===== config.mk =====
export PLATFORM = sky130hd
export DESIGN_NAME = mem_store_ctrl_flat
export DESIGN_NICKNAME = d
export VERILOG_FILES = /design/src/rtl/mem_store_ctrl_if.sv /design/src/rtl/mem_store_ctrl.sv /design/src/flat_wrapper.sv
export SDC_FILE = /design/constraint.sdc
export NUM_CORES = 1
export LEC_CHECK = 0
export BUFFER_PORTS_ARGS = -buffer_cell sky130_fd_sc_hd__buf_2
export CAP_MARGIN = 20
export CORE_UTILIZATION = 40
export DETAILED_ROUTE_END_ITERATION = 6
export PLACE_DENSITY = 0.61
export SETUP_SLACK_MARGIN = 0.05
export SYNTH_ARGS = -nofsm -noshare
export SYNTH_HDL_FRONTEND = slang
export SYNTH_SLANG_ARGS = --single-unit
export TNS_END_PERCENT = 20

===== constraint.sdc =====
create_clock -name clk -period 4.2 [get_ports clk]
set_clock_uncertainty 0.2 [all_clocks]
set_input_delay 0.84 -clock clk [delete_from_list [all_inputs] [get_ports clk]]
set_output_delay 0.84 -clock clk [all_outputs]
set_load 0.03 [all_outputs]

===== src/rtl/mem_store_ctrl_if.sv =====
// -----------------------------------------------------------------------------
// mem_store_ctrl_if
// Bundles the two handshakes around the store sequencer:
//   store side : st_valid/st_ready request, st_addr/st_data/st_func3 payload,
//                st_done/st_err completion pulses
//   memory side: mem_req/mem_gnt write handshake, mem_addr (word aligned),
//                mem_wmask byte enables, mem_wdata lane-aligned data
// Modports:
//   master : the environment (core store port plus data memory) that drives
//            requests and grants into the sequencer
//   slave  : the sequencer itself
// -----------------------------------------------------------------------------
interface mem_store_ctrl_if #(
    parameter int ADDR_W = 32
);
    logic              st_valid;
    logic              st_ready;
    logic [ADDR_W-1:0] st_addr;
    logic [31:0]       st_data;
    logic [2:0]        st_func3;
    logic              st_done;
    logic              st_err;

    logic              mem_req;
    logic              mem_gnt;
    logic [ADDR_W-1:0] mem_addr;
    logic [3:0]        mem_wmask;
    logic [31:0]       mem_wdata;

    modport master (
        output st_valid, st_addr, st_data, st_func3, mem_gnt,
        input  st_ready, st_done, st_err, mem_req, mem_addr, mem_wmask, mem_wdata
    );

    modport slave (
        input  st_valid, st_addr, st_data, st_func3, mem_gnt,
        output st_ready, st_done, st_err, mem_req, mem_addr, mem_wmask, mem_wdata
    );
endinterface


===== src/rtl/mem_store_ctrl.sv =====
// -----------------------------------------------------------------------------
// mem_store_ctrl
// Store sequencer between the core store port and a byte-write data memory.
// Takes one SB/SH/SW request at a time, turns it into word-aligned writes with
// byte masks and lane-shifted data, splits word-crossing stores into a LO and
// a HI write, and answers with a one-cycle st_done or st_err pulse.
// Ports:
//   clk  : single clock, rising edge
//   rst  : synchronous active-high reset
//   bus  : mem_store_ctrl_if.slave (store request/response + memory write)
// Parameters:
//   ADDR_W         : byte address width, memory addresses wrap modulo 2^ADDR_W
//   ALLOW_MISALIGN : 1 = split word-crossing stores, 0 = reject them
// -----------------------------------------------------------------------------
module mem_store_ctrl #(
    parameter int ADDR_W         = 32,
    parameter bit ALLOW_MISALIGN = 1'b1
) (
    input  logic                clk,
    input  logic                rst,
    mem_store_ctrl_if.slave     bus
);
    typedef enum logic [2:0] {
        S_IDLE,
        S_LO,
        S_HI,
        S_DONE,
        S_ERR
    } state_e;

    state_e            state_q, state_d;
    logic [ADDR_W-1:0] addr_q;
    logic [31:0]       data_q;
    logic [2:0]        func3_q;

    // Decoder inputs: live request while idle (the exit decision is taken on
    // the accepting edge), latched request afterwards.
    logic [ADDR_W-1:0] dec_addr;
    logic [31:0]       dec_data;
    logic [2:0]        dec_func3;
    logic              legal;
    logic [3:0]        size_mask;
    logic [31:0]       data_kept;
    logic [7:0]        m8;
    logic [63:0]       d64;
    logic [3:0]        lo_mask;
    logic [3:0]        hi_mask;
    logic              split;
    logic [ADDR_W-1:0] lo_addr;
    logic [ADDR_W-1:0] hi_addr;

    logic              accept;
    logic              ready_d;
    logic              done_d;
    logic              err_d;
    logic              req_d;
    logic [ADDR_W-1:0] maddr_d;
    logic [3:0]        wmask_d;
    logic [31:0]       wdata_d;

    assign accept = (state_q == S_IDLE) && bus.st_valid;

    always_comb begin
        // NOTE: every variable gets a default before the case so no path
        // leaves it unassigned; otherwise synthesis infers a latch.
        dec_addr  = (state_q == S_IDLE) ? bus.st_addr  : addr_q;
        dec_data  = (state_q == S_IDLE) ? bus.st_data  : data_q;
        dec_func3 = (state_q == S_IDLE) ? bus.st_func3 : func3_q;
        legal     = 1'b1;
        size_mask = 4'b0000;
        data_kept = 32'h0;
        unique case (dec_func3)
            3'b000: begin
                size_mask = 4'b0001;
                data_kept = {24'h0, dec_data[7:0]};
            end
            3'b001: begin
                size_mask = 4'b0011;
                data_kept = {16'h0, dec_data[15:0]};
            end
            3'b010: begin
                size_mask = 4'b1111;
                data_kept = dec_data;
            end
            default: legal = 1'b0;
        endcase
        m8      = {4'b0000, size_mask} << dec_addr[1:0];
        d64     = {32'h0, data_kept} << {dec_addr[1:0], 3'b000};
        lo_mask = m8[3:0];
        hi_mask = m8[7:4];
        split   = |hi_mask;
        lo_addr = {dec_addr[ADDR_W-1:2], 2'b00};
        hi_addr = lo_addr + ADDR_W'(4);   // wraps modulo 2^ADDR_W
    end

    always_ff @(posedge clk) begin
        // NOTE: sequential state uses non-blocking assignments so every
        // register samples the pre-edge values of the others.
        if (rst) begin
            state_q <= S_IDLE;
        end else begin
            state_q <= state_d;
        end
    end

    // NOTE: the request payload is deliberately not reset; it is only read in
    // LO/HI, which are reachable solely through an accept that loads it.
    always_ff @(posedge clk) begin
        if (accept) begin
            addr_q  <= bus.st_addr;
            data_q  <= bus.st_data;
            func3_q <= bus.st_func3;
        end
    end

    always_comb begin
        state_d = state_q;
        ready_d = 1'b0;
        done_d  = 1'b0;
        err_d   = 1'b0;
        req_d   = 1'b0;
        maddr_d = '0;
        wmask_d = 4'b0000;
        wdata_d = 32'h0;
        unique case (state_q)
            S_IDLE: begin
                ready_d = 1'b1;
                if (bus.st_valid) begin
                    if (!legal || (split && !ALLOW_MISALIGN)) begin
                        state_d = S_ERR;
                    end else begin
                        state_d = S_LO;
                    end
                end
            end
            S_LO: begin
                req_d   = 1'b1;
                maddr_d = lo_addr;
                wmask_d = lo_mask;
                wdata_d = d64[31:0];
                if (bus.mem_gnt) begin
                    state_d = split ? S_HI : S_DONE;
                end
            end
            S_HI: begin
                req_d   = 1'b1;
                maddr_d = hi_addr;
                wmask_d = hi_mask;
                wdata_d = d64[63:32];
                if (bus.mem_gnt) begin
                    state_d = S_DONE;
                end
            end
            S_DONE: begin
                done_d  = 1'b1;
                state_d = S_IDLE;
            end
            S_ERR: begin
                err_d   = 1'b1;
                state_d = S_IDLE;
            end
            default: state_d = S_IDLE;
        endcase
    end

    // Ready is masked while reset is held so the requester never sees the
    // sequencer as available before the reset edge has been taken.
    assign bus.st_ready  = ready_d && !rst;
    assign bus.st_done   = done_d;
    assign bus.st_err    = err_d;
    assign bus.mem_req   = req_d;
    assign bus.mem_addr  = maddr_d;
    assign bus.mem_wmask = wmask_d;
    assign bus.mem_wdata = wdata_d;
endmodule


===== src/flat_wrapper.sv =====
// flat-port wrapper written by rule: the top's interface ports become plain ports
module mem_store_ctrl_flat 
#(
    parameter int ADDR_W         = 32,
    parameter bit ALLOW_MISALIGN = 1'b1
)
  (clk, rst, bus_st_valid, bus_st_addr, bus_st_data, bus_st_func3, bus_mem_gnt, bus_st_ready, bus_st_done, bus_st_err, bus_mem_req, bus_mem_addr, bus_mem_wmask, bus_mem_wdata);
  mem_store_ctrl_if #(.ADDR_W(ADDR_W)) bus_i ();
  input  logic clk;
  input  logic rst;
  input wire logic [$bits(bus_i.st_valid)-1:0] bus_st_valid;
  input wire logic [$bits(bus_i.st_addr)-1:0] bus_st_addr;
  input wire logic [$bits(bus_i.st_data)-1:0] bus_st_data;
  input wire logic [$bits(bus_i.st_func3)-1:0] bus_st_func3;
  input wire logic [$bits(bus_i.mem_gnt)-1:0] bus_mem_gnt;
  output wire logic [$bits(bus_i.st_ready)-1:0] bus_st_ready;
  output wire logic [$bits(bus_i.st_done)-1:0] bus_st_done;
  output wire logic [$bits(bus_i.st_err)-1:0] bus_st_err;
  output wire logic [$bits(bus_i.mem_req)-1:0] bus_mem_req;
  output wire logic [$bits(bus_i.mem_addr)-1:0] bus_mem_addr;
  output wire logic [$bits(bus_i.mem_wmask)-1:0] bus_mem_wmask;
  output wire logic [$bits(bus_i.mem_wdata)-1:0] bus_mem_wdata;
  assign bus_i.st_valid = bus_st_valid;
  assign bus_i.st_addr = bus_st_addr;
  assign bus_i.st_data = bus_st_data;
  assign bus_i.st_func3 = bus_st_func3;
  assign bus_i.mem_gnt = bus_mem_gnt;
  assign bus_st_ready = bus_i.st_ready;
  assign bus_st_done = bus_i.st_done;
  assign bus_st_err = bus_i.st_err;
  assign bus_mem_req = bus_i.mem_req;
  assign bus_mem_addr = bus_i.mem_addr;
  assign bus_mem_wmask = bus_i.mem_wmask;
  assign bus_mem_wdata = bus_i.mem_wdata;
  mem_store_ctrl #(.ADDR_W(ADDR_W), .ALLOW_MISALIGN(ALLOW_MISALIGN)) u_core (.clk(clk), .rst(rst), .bus(bus_i));
endmodule

==> flow_summary.ini <==
[status]
outcome = finished clean

[critical_path]
crit_fanout = 19
cp-end-kind = output pin
required_ns = 3.16
crit_arrival_ns = 2.92
cp_slowest_cell = or4b_2
critPathLaunchType = register
timing.critical_path.cells = buf_4 > or4b_2 > nor3_2 > inv_1 > o31ai_1 > buf_2
critPathMaxStageDelay_ns = 0.88
worstSetupPathType = reg2out

[sta]
fin_ws_ns = 0.2404
slew_headroom_pct = 45.23
finalHoldViolCount = 0
fmax_mhz = 252.6
setup_tns_ns = 0
layout_worst_path_cycle_share_pct = 94.28
rsz0062_at_grt = false
finalSetupViolations = 0
worstMarginPinSlew_ns = 0.7986
holdWs_ns = 0.4671
fin_crit_ns = 3.960
drv_slew = 0

[finish]
final_core_util_pct = 50.78
layout-drive-gt1-share_pct = 29.20
fin_cells = 801
areaGrowthSynthToFinish_pct = 24.07
fillers = 1158
final_nets = 721
layout_common_cells = buf_2, nand2_1, edfxtp_1
final_common_cell = buf_2
antenna_cells = 0

[logic_synthesis]
ys_seq_area_share_pct = 42.32
muxShareOfSynthArea_pct = 8.152
yosysWarnings = 0
synth_cell_types = 69
synthesis.instances = 515
synth_compound_area_share_pct = 22.57
ys_seq_elements = 70
synth_top_family_by_area = compound AO/OA/AOI/OAI gates
synthXorXnorAreaFrac_pct = 1.073
syn_area_per_cell_um2 = 9.507
synth_area_mm2 = 0.004896
async_flop_share_pct = 0
yosys.area_share.simple_pct = 20.88
synth_edf_count = 67
synthFlopType = edfxtp_1
synth_fa_ha_area_share_pct = 0.2556

[clocking]
worstSkewPairLatency_ns = 0.34
root_buffer = clkbuf_16
numCtsBuffers = 9
tritoncts = done
htreeDepth = 3
clock-sinks = 70
hold_buffers = 0
clk_pin_slew_worst_paths_ns = 0.06
max-clock-path-buffers = 2

[detailed_routing]
drtAntennaViolNets = 0
drt_iter0_markers = 504
wl_mm = 15.93
vias_per_cell = 6.189
drc_errors = 0
wl_per_cell_um = 19.88
first_pass_iters = 7
num_vias = 4957

[placed_design]
place_hpwl_mm = 11.61
routabilityCongestion = 0.9148
dp.cells = 784
place_ws_ns = 0.3857
portBuffers = 140

[global_routing]
grt-ovfl-total = 0
grt_pass1_wl_mm = 24.74
grt_max_degree = 57
grt_pass1_vias = 4636
antenna_found_initial = 1
grt_usage_pct = 25.64

[floorplan]
die_h_um = 112.6
rows = 40
start_util_pct = 40.93
core_mm2 = 0.01196
dieWidth_um = 112.6
io_pins = 143
dieArea_mm2 = 0.01269

[power]
cellPowerDensity_mw_per_mm2 = 465.1
p_leak_nw = 2.560
vdd_drop_max_v = 0.0002052

[hold_path]
hold_class = in2reg

[flow_run]
drv_cap = 0
-- path summary, 6_finish.rpt --
kind                           from                end  slack, ns  cells past startpoint
setup / recovery  u_core.state_q[0]   bus_mem_wmask[0]       0.24                      6
hold / removal      bus_st_addr[31]  u_core.addr_q[31]       0.47                      1
setup reg to reg  u_core.state_q[2]  u_core.addr_q[24]       1.33                      4
hold reg to reg   u_core.state_q[2]  u_core.state_q[1]       0.61                      2
-- routing by layer --
metal,global-route usage [%],up-vias,wire [µm]
li1,-,2296,-
met2,42.47,253,7593
met3,7.181,28,1322
met4,8.711,0,289
met5,0,-,0
met1,32.14,2380,6721
-- logic make-up (layout without fill, tap and decap cells) --
family,count (synthesis),count (layout)
AND/OR/NAND/NOR,198,198
AO/OA/AOI/OAI,152,152
flip-flops,70,70
buffers and inverters,48,186
multiplexers,39,39
XOR/XNOR,6,6
adder cells (fa/ha/maj),1,1
other,1,2
-- metrics by stage --
step	area, µm²	power [mW]
2_1_floorplan	4907	1.691
3_3_place_gp	5751	1.988
3_5_place_dp	5751	2.003
4_1_cts	6063	2.833
5_1_grt	6075	2.963
6_report	6075	2.825
-- synthesized netlist by cell type, types with 5 or more instances --
library cell	instances	share of area [%]
nand3_1	22	2.2
nor2_1	16	1.2
nand2b_1	5	0.64
buf_2	9	0.92
clkbuf_1	22	1.7
a2bb2oi_1	8	1.4
o22ai_1	17	2.2
a21oi_1	19	1.9
xor2_1	5	0.89
nand4_1	10	1.3
nor4_1	8	1.0
o211ai_1	5	0.77
a31oi_1	15	1.9
o221ai_1	17	3.0
inv_1	10	0.77
mux2i_1	37	7.6
and3_1	6	0.77
nand2_1	87	6.7
nor3_1	8	0.82
edfxtp_1	67	41
o22a_1	10	1.8
o21ai_0	16	1.6
-- critical path: cells and delay by family, from the launching register on --
| family | cells | cell delay [ns] |
|---|---|---|
| AOI/OAI and AO/OA | 1 | 0.11 |
| buffers and inverters | 3 | 0.57 |
| and+or+nand+nor | 2 | 1.49 |
| DFF | 1 | 0.40 |
-- cell type report --
class / instances / area [µm²] / share of cell area, %
clock buffers: 9 / 225.2 / 3.708
clock inverters: 7 / 87.58 / 1.442
inverters: 10 / 37.54 / 0.6179
multi-input cells: 398 / 2614 / 43.03
flip-flops and latches: 70 / 2072 / 34.11
well taps: 147 / 183.9 / 3.028
repair buffers: 160 / 854.6 / 14.07
-- what timing repair did --
| item | in CTS | in global routing |
|---|---|---|
| endpoints found under the setup margin | 0 | 7 |
| buffers inserted | 0 | 1 |
| resized for setup | 0 | 1 |
-- power breakdown --
part,switching [mW],total (mW),internal [mW]
Clock,0.304,0.820,0.516
Sequential,0.0615,0.935,0.874
Combinational,0.724,1.07,0.347
-- registers in the layout, indices dropped and copies added, names as in the netlist --
name,cells
u_core.addr_q,32
u_core.func3_q,3
u_core.data_q,32
u_core.state_q,3
No activity file was read; power rests on OpenSTA's default activity.
